<file path="src/rtl/execute_maskscan_pkg.sv">
// execute_maskscan_pkg
// Shared definitions for the mask-scan decoder: FSM state encoding,
// the clz value reported for an all-zero input, and a SCAN_W legality
// helper used by the top level at elaboration time.
// Optional feature macro: EXECUTE_MASKSCAN_CLZ_EN (adds the clz constant).
package execute_maskscan_pkg;

  typedef enum logic [1:0] {
    MS_IDLE = 2'd0,
    MS_SCAN = 2'd1,
    MS_DONE = 2'd2
  } ms_state_e;

`ifdef EXECUTE_MASKSCAN_CLZ_EN
  localparam logic [5:0] MS_ZERO_CLZ = 6'd32;
`endif

  // Only power-of-two slice widths that divide 32 evenly are supported.
  function automatic bit scan_w_legal(input int w);
    return (w == 1) || (w == 2) || (w == 4) || (w == 8);
  endfunction

endpackage

</file>
<file path="src/rtl/execute_maskscan_slice.sv">
// execute_maskscan_slice
// Combinational examiner for one SCAN_W-bit slice of the value being
// decoded. Each bit is compared with its neighbour above (run top) and
// below (run bottom); the slice's outer neighbours come in from the parent.
// Optional feature macro: EXECUTE_MASKSCAN_CLZ_EN (adds one_pos).
// Ports:
//   bits      in   SCAN_W  slice bits, bits[0] sits at absolute index base
//   above     in   1       bit directly above the slice (circular)
//   below     in   1       bit directly below the slice (circular)
//   base      in   5       absolute index of bits[0]
//   rise_cnt  out  6       number of run tops inside the slice
//   rise_any  out  1       at least one run top found
//   rise_pos  out  5       highest run-top position
//   stop_any  out  1       at least one run bottom found
//   stop_pos  out  5       run-bottom position
//   one_any   out  1       slice holds at least one set bit
//   one_pos   out  5       highest set bit position (clz build only)
module execute_maskscan_slice
  import execute_maskscan_pkg::*;
#(
  parameter int SCAN_W = 4
) (
  input  logic [SCAN_W-1:0] bits,
  input  logic              above,
  input  logic              below,
  input  logic [4:0]        base,
  output logic [5:0]        rise_cnt,
  output logic              rise_any,
  output logic [4:0]        rise_pos,
  output logic              stop_any,
  output logic [4:0]        stop_pos,
  output logic              one_any
`ifdef EXECUTE_MASKSCAN_CLZ_EN
  ,
  output logic [4:0]        one_pos
`endif
);

  // Neighbours are folded into one vector so every bit sees the same
  // "above" / "below" indexing: bit j of the slice lives at ext[j+1].
  logic [SCAN_W+1:0] ext;
  assign ext = {above, bits, below};

  // Walk the slice from bottom to top; later hits overwrite earlier ones,
  // so the reported positions are the highest matching bits.
  always_comb begin
    rise_cnt = '0;
    rise_any = 1'b0;
    rise_pos = '0;
    stop_any = 1'b0;
    stop_pos = '0;
    one_any  = 1'b0;
`ifdef EXECUTE_MASKSCAN_CLZ_EN
    one_pos  = '0;
`endif
    for (int j = 0; j < SCAN_W; j++) begin
      if (ext[j+1]) begin
        one_any = 1'b1;
`ifdef EXECUTE_MASKSCAN_CLZ_EN
        one_pos = base + 5'(j);
`endif
        if (!ext[j+2]) begin
          rise_cnt = rise_cnt + 6'd1;
          rise_any = 1'b1;
          rise_pos = base + 5'(j);
        end
        if (!ext[j]) begin
          stop_any = 1'b1;
          stop_pos = base + 5'(j);
        end
      end
    end
  end

endmodule

</file>
<file path="src/rtl/execute_maskscan.sv">
// execute_maskscan
// Multi-cycle decoder that decides whether a 32-bit value is a single
// circular run of ones and, if so, returns the (start_bit, stop_bit) pair
// the rotate/mask unit's mask generator needs to rebuild it. SCAN_W bits
// are examined per cycle, MSB slice first.
// Optional feature macro: EXECUTE_MASKSCAN_CLZ_EN (leading-zero count;
// when undefined clz is tied to 0).
// Ports:
//   clk        in   1   clock
//   reset      in   1   synchronous active-high reset
//   in_valid   in   1   request valid
//   in_ready   out  1   idle, can accept a request
//   in_val     in   32  value to analyse (sampled on accept only)
//   out_valid  out  1   result valid, held until out_ready
//   out_ready  in   1   consumer accepts result
//   start_bit  out  5   top bit of the run
//   stop_bit   out  5   bottom bit of the run
//   contig     out  1   value is one circular run of ones
//   is_zero    out  1   value was zero
//   clz        out  6   leading-zero count (0..32)
module execute_maskscan
  import execute_maskscan_pkg::*;
#(
  parameter int SCAN_W = 4
) (
  input  logic        clk,
  input  logic        reset,
  input  logic        in_valid,
  output logic        in_ready,
  input  logic [31:0] in_val,
  output logic        out_valid,
  input  logic        out_ready,
  output logic [4:0]  start_bit,
  output logic [4:0]  stop_bit,
  output logic        contig,
  output logic        is_zero,
  output logic [5:0]  clz
);

  localparam int         NSTEP     = 32 / SCAN_W;
  localparam logic [5:0] LAST_STEP = 6'(NSTEP);

  if (!scan_w_legal(SCAN_W)) begin : g_bad_scan_w
    $error("execute_maskscan: SCAN_W must be 1, 2, 4 or 8");
  end

  ms_state_e   state, state_next;

  // The value is rotated left by SCAN_W per step so the slice under
  // examination is always at the top; its wrapped upper neighbour is then
  // rot[0] and its lower neighbour rot[31-SCAN_W].
  logic [31:0] rot;
  logic [5:0]  step;
  logic [4:0]  base;
  logic [5:0]  edge_cnt;
  logic        seen_one;
  logic [4:0]  start_q;
  logic [4:0]  stop_q;

  logic [4:0]  res_start;
  logic [4:0]  res_stop;
  logic        res_contig;
  logic        res_zero;

  logic [5:0]  sl_rise_cnt;
  logic        sl_rise_any;
  logic [4:0]  sl_rise_pos;
  logic        sl_stop_any;
  logic [4:0]  sl_stop_pos;
  logic        sl_one_any;

`ifdef EXECUTE_MASKSCAN_CLZ_EN
  logic [4:0]  sl_one_pos;
  logic [4:0]  first_pos;
  logic [5:0]  res_clz;
`endif

  logic        accept;
  logic        scan_active;
  logic        finalize;

  assign accept      = in_valid && in_ready;
  assign scan_active = (state == MS_SCAN) && (step != LAST_STEP);
  // One extra SCAN cycle after the last slice folds the accumulators into
  // the result registers.
  assign finalize    = (state == MS_SCAN) && (step == LAST_STEP);

  execute_maskscan_slice #(.SCAN_W(SCAN_W)) u_slice (
    .bits     (rot[31 -: SCAN_W]),
    .above    (rot[0]),
    .below    (rot[31-SCAN_W]),
    .base     (base),
    .rise_cnt (sl_rise_cnt),
    .rise_any (sl_rise_any),
    .rise_pos (sl_rise_pos),
    .stop_any (sl_stop_any),
    .stop_pos (sl_stop_pos),
    .one_any  (sl_one_any)
`ifdef EXECUTE_MASKSCAN_CLZ_EN
    ,
    .one_pos  (sl_one_pos)
`endif
  );

  // State register.
  always_ff @(posedge clk) begin
    if (reset) begin
      state <= MS_IDLE;
    end else begin
      state <= state_next;
    end
  end

  // Next-state and handshake outputs.
  always_comb begin
    state_next = state;
    in_ready   = 1'b0;
    out_valid  = 1'b0;
    case (state)
      MS_IDLE: begin
        in_ready = 1'b1;
        if (in_valid) state_next = MS_SCAN;
      end
      MS_SCAN: begin
        if (step == LAST_STEP) state_next = MS_DONE;
      end
      MS_DONE: begin
        out_valid = 1'b1;
        if (out_ready) state_next = MS_IDLE;
      end
      default: state_next = MS_IDLE;
    endcase
  end

  // Datapath: load on accept, accumulate one slice per SCAN step, then
  // resolve the special cases (zero, all-ones) and publish the result.
  // Result registers hold their value until the next finalize or reset.
  always_ff @(posedge clk) begin
    if (reset) begin
      rot        <= '0;
      step       <= '0;
      base       <= '0;
      edge_cnt   <= '0;
      seen_one   <= 1'b0;
      start_q    <= '0;
      stop_q     <= '0;
      res_start  <= '0;
      res_stop   <= '0;
      res_contig <= 1'b0;
      res_zero   <= 1'b0;
`ifdef EXECUTE_MASKSCAN_CLZ_EN
      first_pos  <= '0;
      res_clz    <= '0;
`endif
    end else if (accept) begin
      rot       <= in_val;
      step      <= '0;
      base      <= 5'(32 - SCAN_W);
      edge_cnt  <= '0;
      seen_one  <= 1'b0;
      start_q   <= '0;
      stop_q    <= '0;
`ifdef EXECUTE_MASKSCAN_CLZ_EN
      first_pos <= '0;
`endif
    end else if (scan_active) begin
      rot      <= {rot[31-SCAN_W:0], rot[31 -: SCAN_W]};
      step     <= step + 6'd1;
      base     <= base - 5'(SCAN_W);
      edge_cnt <= edge_cnt + sl_rise_cnt;
      if (sl_rise_any) start_q <= sl_rise_pos;
      if (sl_stop_any) stop_q  <= sl_stop_pos;
      if (sl_one_any)  seen_one <= 1'b1;
`ifdef EXECUTE_MASKSCAN_CLZ_EN
      // Slices arrive MSB first, so the first one seen is the leading one.
      if (sl_one_any && !seen_one) first_pos <= sl_one_pos;
`endif
    end else if (finalize) begin
      res_zero <= !seen_one;
      if (!seen_one) begin
        res_contig <= 1'b0;
        res_start  <= '0;
        res_stop   <= '0;
      end else if (edge_cnt == 6'd0) begin
        // Ones with no run top anywhere can only be all-ones.
        res_contig <= 1'b1;
        res_start  <= 5'd31;
        res_stop   <= 5'd0;
      end else if (edge_cnt == 6'd1) begin
        res_contig <= 1'b1;
        res_start  <= start_q;
        res_stop   <= stop_q;
      end else begin
        res_contig <= 1'b0;
        res_start  <= '0;
        res_stop   <= '0;
      end
`ifdef EXECUTE_MASKSCAN_CLZ_EN
      res_clz <= seen_one ? {1'b0, 5'd31 - first_pos} : MS_ZERO_CLZ;
`endif
    end
  end

  assign start_bit = res_start;
  assign stop_bit  = res_stop;
  assign contig    = res_contig;
  assign is_zero   = res_zero;

`ifdef EXECUTE_MASKSCAN_CLZ_EN
  assign clz = res_clz;
`else
  assign clz = 6'd0;
`endif

endmodule

</file>
<file path="config.mk">
export PLATFORM = sky130hd
export DESIGN_NAME = execute_maskscan
export DESIGN_NICKNAME = d
export VERILOG_FILES = /design/src/rtl/execute_maskscan_pkg.sv /design/src/rtl/execute_maskscan_slice.sv /design/src/rtl/execute_maskscan.sv
export SDC_FILE = /design/constraint.sdc
export NUM_CORES = 1
export LEC_CHECK = 0
export BUFFER_PORTS_ARGS = -buffer_cell sky130_fd_sc_hd__buf_2
export CAP_MARGIN = 30
export CORE_AREA = 5 5 84 86
export CTS_CLUSTER_SIZE = 30
export DETAILED_ROUTE_END_ITERATION = 6
export DIE_AREA = 0 0 89 91
export PLACE_DENSITY_LB_ADDON = 0.05
export REMOVE_ABC_BUFFERS = 1
export SYNTH_ARGS = -nofsm -noshare
export SYNTH_HDL_FRONTEND = slang
export SYNTH_SLANG_ARGS = --single-unit
export TNS_END_PERCENT = 20
</file>
<file path="constraint.sdc">
create_clock -name clk -period 5.8 [get_ports clk]
set_clock_uncertainty 0.15 [all_clocks]
set_input_delay 0.58 -clock clk [delete_from_list [all_inputs] [get_ports clk]]
set_output_delay 0.58 -clock clk [all_outputs]
set_load 0.005 [all_outputs]
</file>
==> reports/results.ini <==
[pwr]
power.share.sequential = 0.507
power_frac_clock = 0.377
cellPowerDensity_nw_per_um2 = 282
post-layout-total-power_w = 0.00106
combinationalPowerShare = 0.117
vdd_ir_drop_max_v = 0.000190
p_sw_frac = 0.279
total_leakage_power_nw = 1.56
switching_component_of_the_power_w = 0.000297
internal_power_w = 0.000767

[clocking]
tritoncts = built
tritoncts.num_buffers = 9
cts_setup_buffers = 0
cts-root-buf = clkbuf_8
clk-insertion-delay-late_ns = 0.34
cts_hold_fix_bufs = 0
cts.repair.resized = 0
cts-htree-levels = 3
clock_sinks = 72
clkSlewWorstSetupHoldPaths_ns = 0.09
clock_tree.buffer_depth = 2

[worst_setup_path]
worst-path-max-fanout = 13
cp_data_required_time_ns = 5.93
worstSetupPathDepth = 12
critical_path_cell_sequence = nand2_1 > o21ai_0 > ha_1 > inv_1 > a21oi_1 > ha_1 > a21o_1 > ha_1 > a211oi_1 > o21ai_0 > a311oi_1 > a41o_1
cp_top_family = compound AO/OA/AOI/OAI gates
critical_path_arrival_ns = 3.28
worst_path_most_repeated_cell = ha_1
worstSetupPathType = flip-flop to flip-flop
timing.critical_path.slowest_cell_delay_ns = 0.55
worstPathBufferInverterCount = 1
crit_slowest_cell = dfxtp_1
r2r_cells = 12
critical_path.endpoint_type = flip-flop
launching_element_type_of_the_critical_path = flip-flop

[timing]
timing.final.max_slew_violations = 0
tns_ns = 0
finalWorstPathRequiredPeriod_ns = 3.14
max_freq_ghz = 0.318
final-hold-violation-count = 0
worst_pin_slew_ns = 0.735
worst_slack_ns = 2.66
worst_slew_margin_rel = 0.510
timing.final.setup_violations = 0
rsz0062_at_grt = false
layout_worst_path_cycle_share = 0.542

[outcome]
status = finished clean

[final_layout]
antenna_cells_inserted = 0
layout_common_cells = nand3_1 (97), dfxtp_1 (72), nand2_1 (51)
layout.filler_cells = 563
drive_gt1_frac = 0.172
most_frequent_standard_cell_in_the_layout_excluding_fill_and_tap_cells = nand3_1
area_growth_pct = 13.2
final_design_area_no_fill_um2 = 3770
final_nets = 483

[global_route]
global_route_wire_length_before_repair_mm = 11.7
antenna_found_initial = 0
grt_total_usage = 0.181
first_global_vias = 2575
grt.overflow.total = 0
largest_net_degree_at_the_start_of_global_routing = 80

[detailed_routing]
route.final.wire_length_mm = 6.90
first_iteration_detailed_routing_drc_count = 145
dr.pass1.iters = 4
total_via_count_in_the_routed_design = 2847
route.antenna.remaining_nets = 0
drc_errors = 0
vias_per_cell = 5.49
post_drt_wl_per_cell_um = 13.3

[logic_synthesis]
part_of_the_yosys_area_used_for_sequential_elements = 0.433
synth_area_per_cell_um2 = 8.26
yosysUniqueCellTypes = 44
gate_count_after_technology_mapping = 403
ys.flop_type = dfxtp_1
ys_ff_latch = 72
syn-cell-area_um2 = 3330
proportion_of_register_bits_with_asynchronous_set_or_reset_after_synthesis = 0
warnings_synthesis = 0
post_synth_edffs = 0

[placed_design]
finalWeightedCongestion = 0.777
portBuffers = 49
post-place-ws_ns = 2.67
dp.final_hpwl_mm = 4.57
dpl-instance-area_um2 = 3570

[floorplanning]
start_util = 0.536
dieWidth_um = 89
chipHeight_um = 91
rows = 29
core_area_um2 = 6200
floorplan.die_area_um2 = 8100
io_pins = 56

[worst_hold_path]
holdPathStages = 3
timing.hold.worst.class = input pin to flip-flop

[flow_run]
max_capacitance_violation_count = 0

routing by layer:
metal  track usage  vias to the layer above  share of wire  wire length [um]
li1              -                     1470              -                 -
met1         0.240                     1309           0.47              3210
met2         0.284                       62           0.47              3240
met3        0.0507                        6          0.056               389
met4        0.0596                        0         0.0084                58
met5             0                        -              0                 0
path summary, 6_finish.rpt:
kind	from	slack [ns]	end
hold reg to reg	start_q[3]	0.31	start_q[3]
hold / removal	in_val[21]	0.27	rot[21]
setup reg to reg	rot[30]	2.66	edge_cnt[5]
setup / recovery	rot[30]	2.66	edge_cnt[5]
power groups by stage:
stage                     Sequential, W  Combinational [W]  Clock [W]
final                          0.000539           0.000124   0.000401
after global routing           0.000542           0.000143   0.000438
after CTS                      0.000539           0.000126   0.000414
after detailed placement       0.000550           0.000125          0
after global placement         0.000549           0.000124          0
after floorplan                0.000544          0.0000841          0
worst min-delay path, delay by kind of cell:
family | cells | cell delay (ns)
buf+inv | 1 | 0.07
simple gates | 2 | 0.09
kinds of logic (layout without fill, tap and decap cells):
logic type / Yosys count / after routing / share of synthesized area
buffers and inverters: 49 / 82 / 0.0665
AO/OA/AOI/OAI: 59 / 59 / 0.126
AND/OR/NAND/NOR: 197 / 197 / 0.292
flip-flops: 72 / 72 / 0.433
other: 1 / 7 / 0.00113
adder cells (fa/ha/maj): 10 / 10 / 0.0399
XOR/XNOR: 8 / 8 / 0.0211
multiplexers: 7 / 7 / 0.0211
flip-flops by register name, summed over array words and instances (netlist names):
name       cells
base           3
contig         1
edge_cnt       6
is_zero        1
rot           32
seen_one       1
start_bit      5
start_q        5
state          2
step           6
stop_bit       5
stop_q         5
area by class of cell:
cell class | instances | area, um2 | area share
clock buffers | 9 | 124 | 0.0329
clock inverters | 7 | 77.6 | 0.0206
inverters | 13 | 48.8 | 0.0129
multi-input cells | 288 | 1710 | 0.453
flip-flops and latches | 72 | 1440 | 0.382
well taps | 77 | 96.3 | 0.0256
repair buffers | 53 | 275 | 0.0730
per-stage QoR:
step / utilization / cells / hold slack, ns
floorplan: - / 373 / 0.282
global placement: 0.575 / 503 / 0.293
detailed placement: 0.575 / 503 / 0.297
CTS: 0.607 / 519 / 0.261
global route: 0.607 / 519 / 0.260
finish: 0.607 / 519 / 0.273
synthesized netlist by cell type (6+ instances only):
master | instances | area (um2)
buf_2 | 9 | 45.0
nand2b_1 | 8 | 50.1
ha_1 | 9 | 113
buf_4 | 7 | 52.6
mux2i_1 | 7 | 70.1
o21ai_0 | 12 | 60.1
a21oi_1 | 13 | 65.1
nor2_1 | 17 | 63.8
nand2_1 | 51 | 191
clkbuf_1 | 18 | 67.6
nand3_1 | 97 | 485
dfxtp_1 | 72 | 1440
nor2b_1 | 6 | 37.5
inv_1 | 13 | 48.8
No activity file was read; power rests on OpenSTA's default activity.
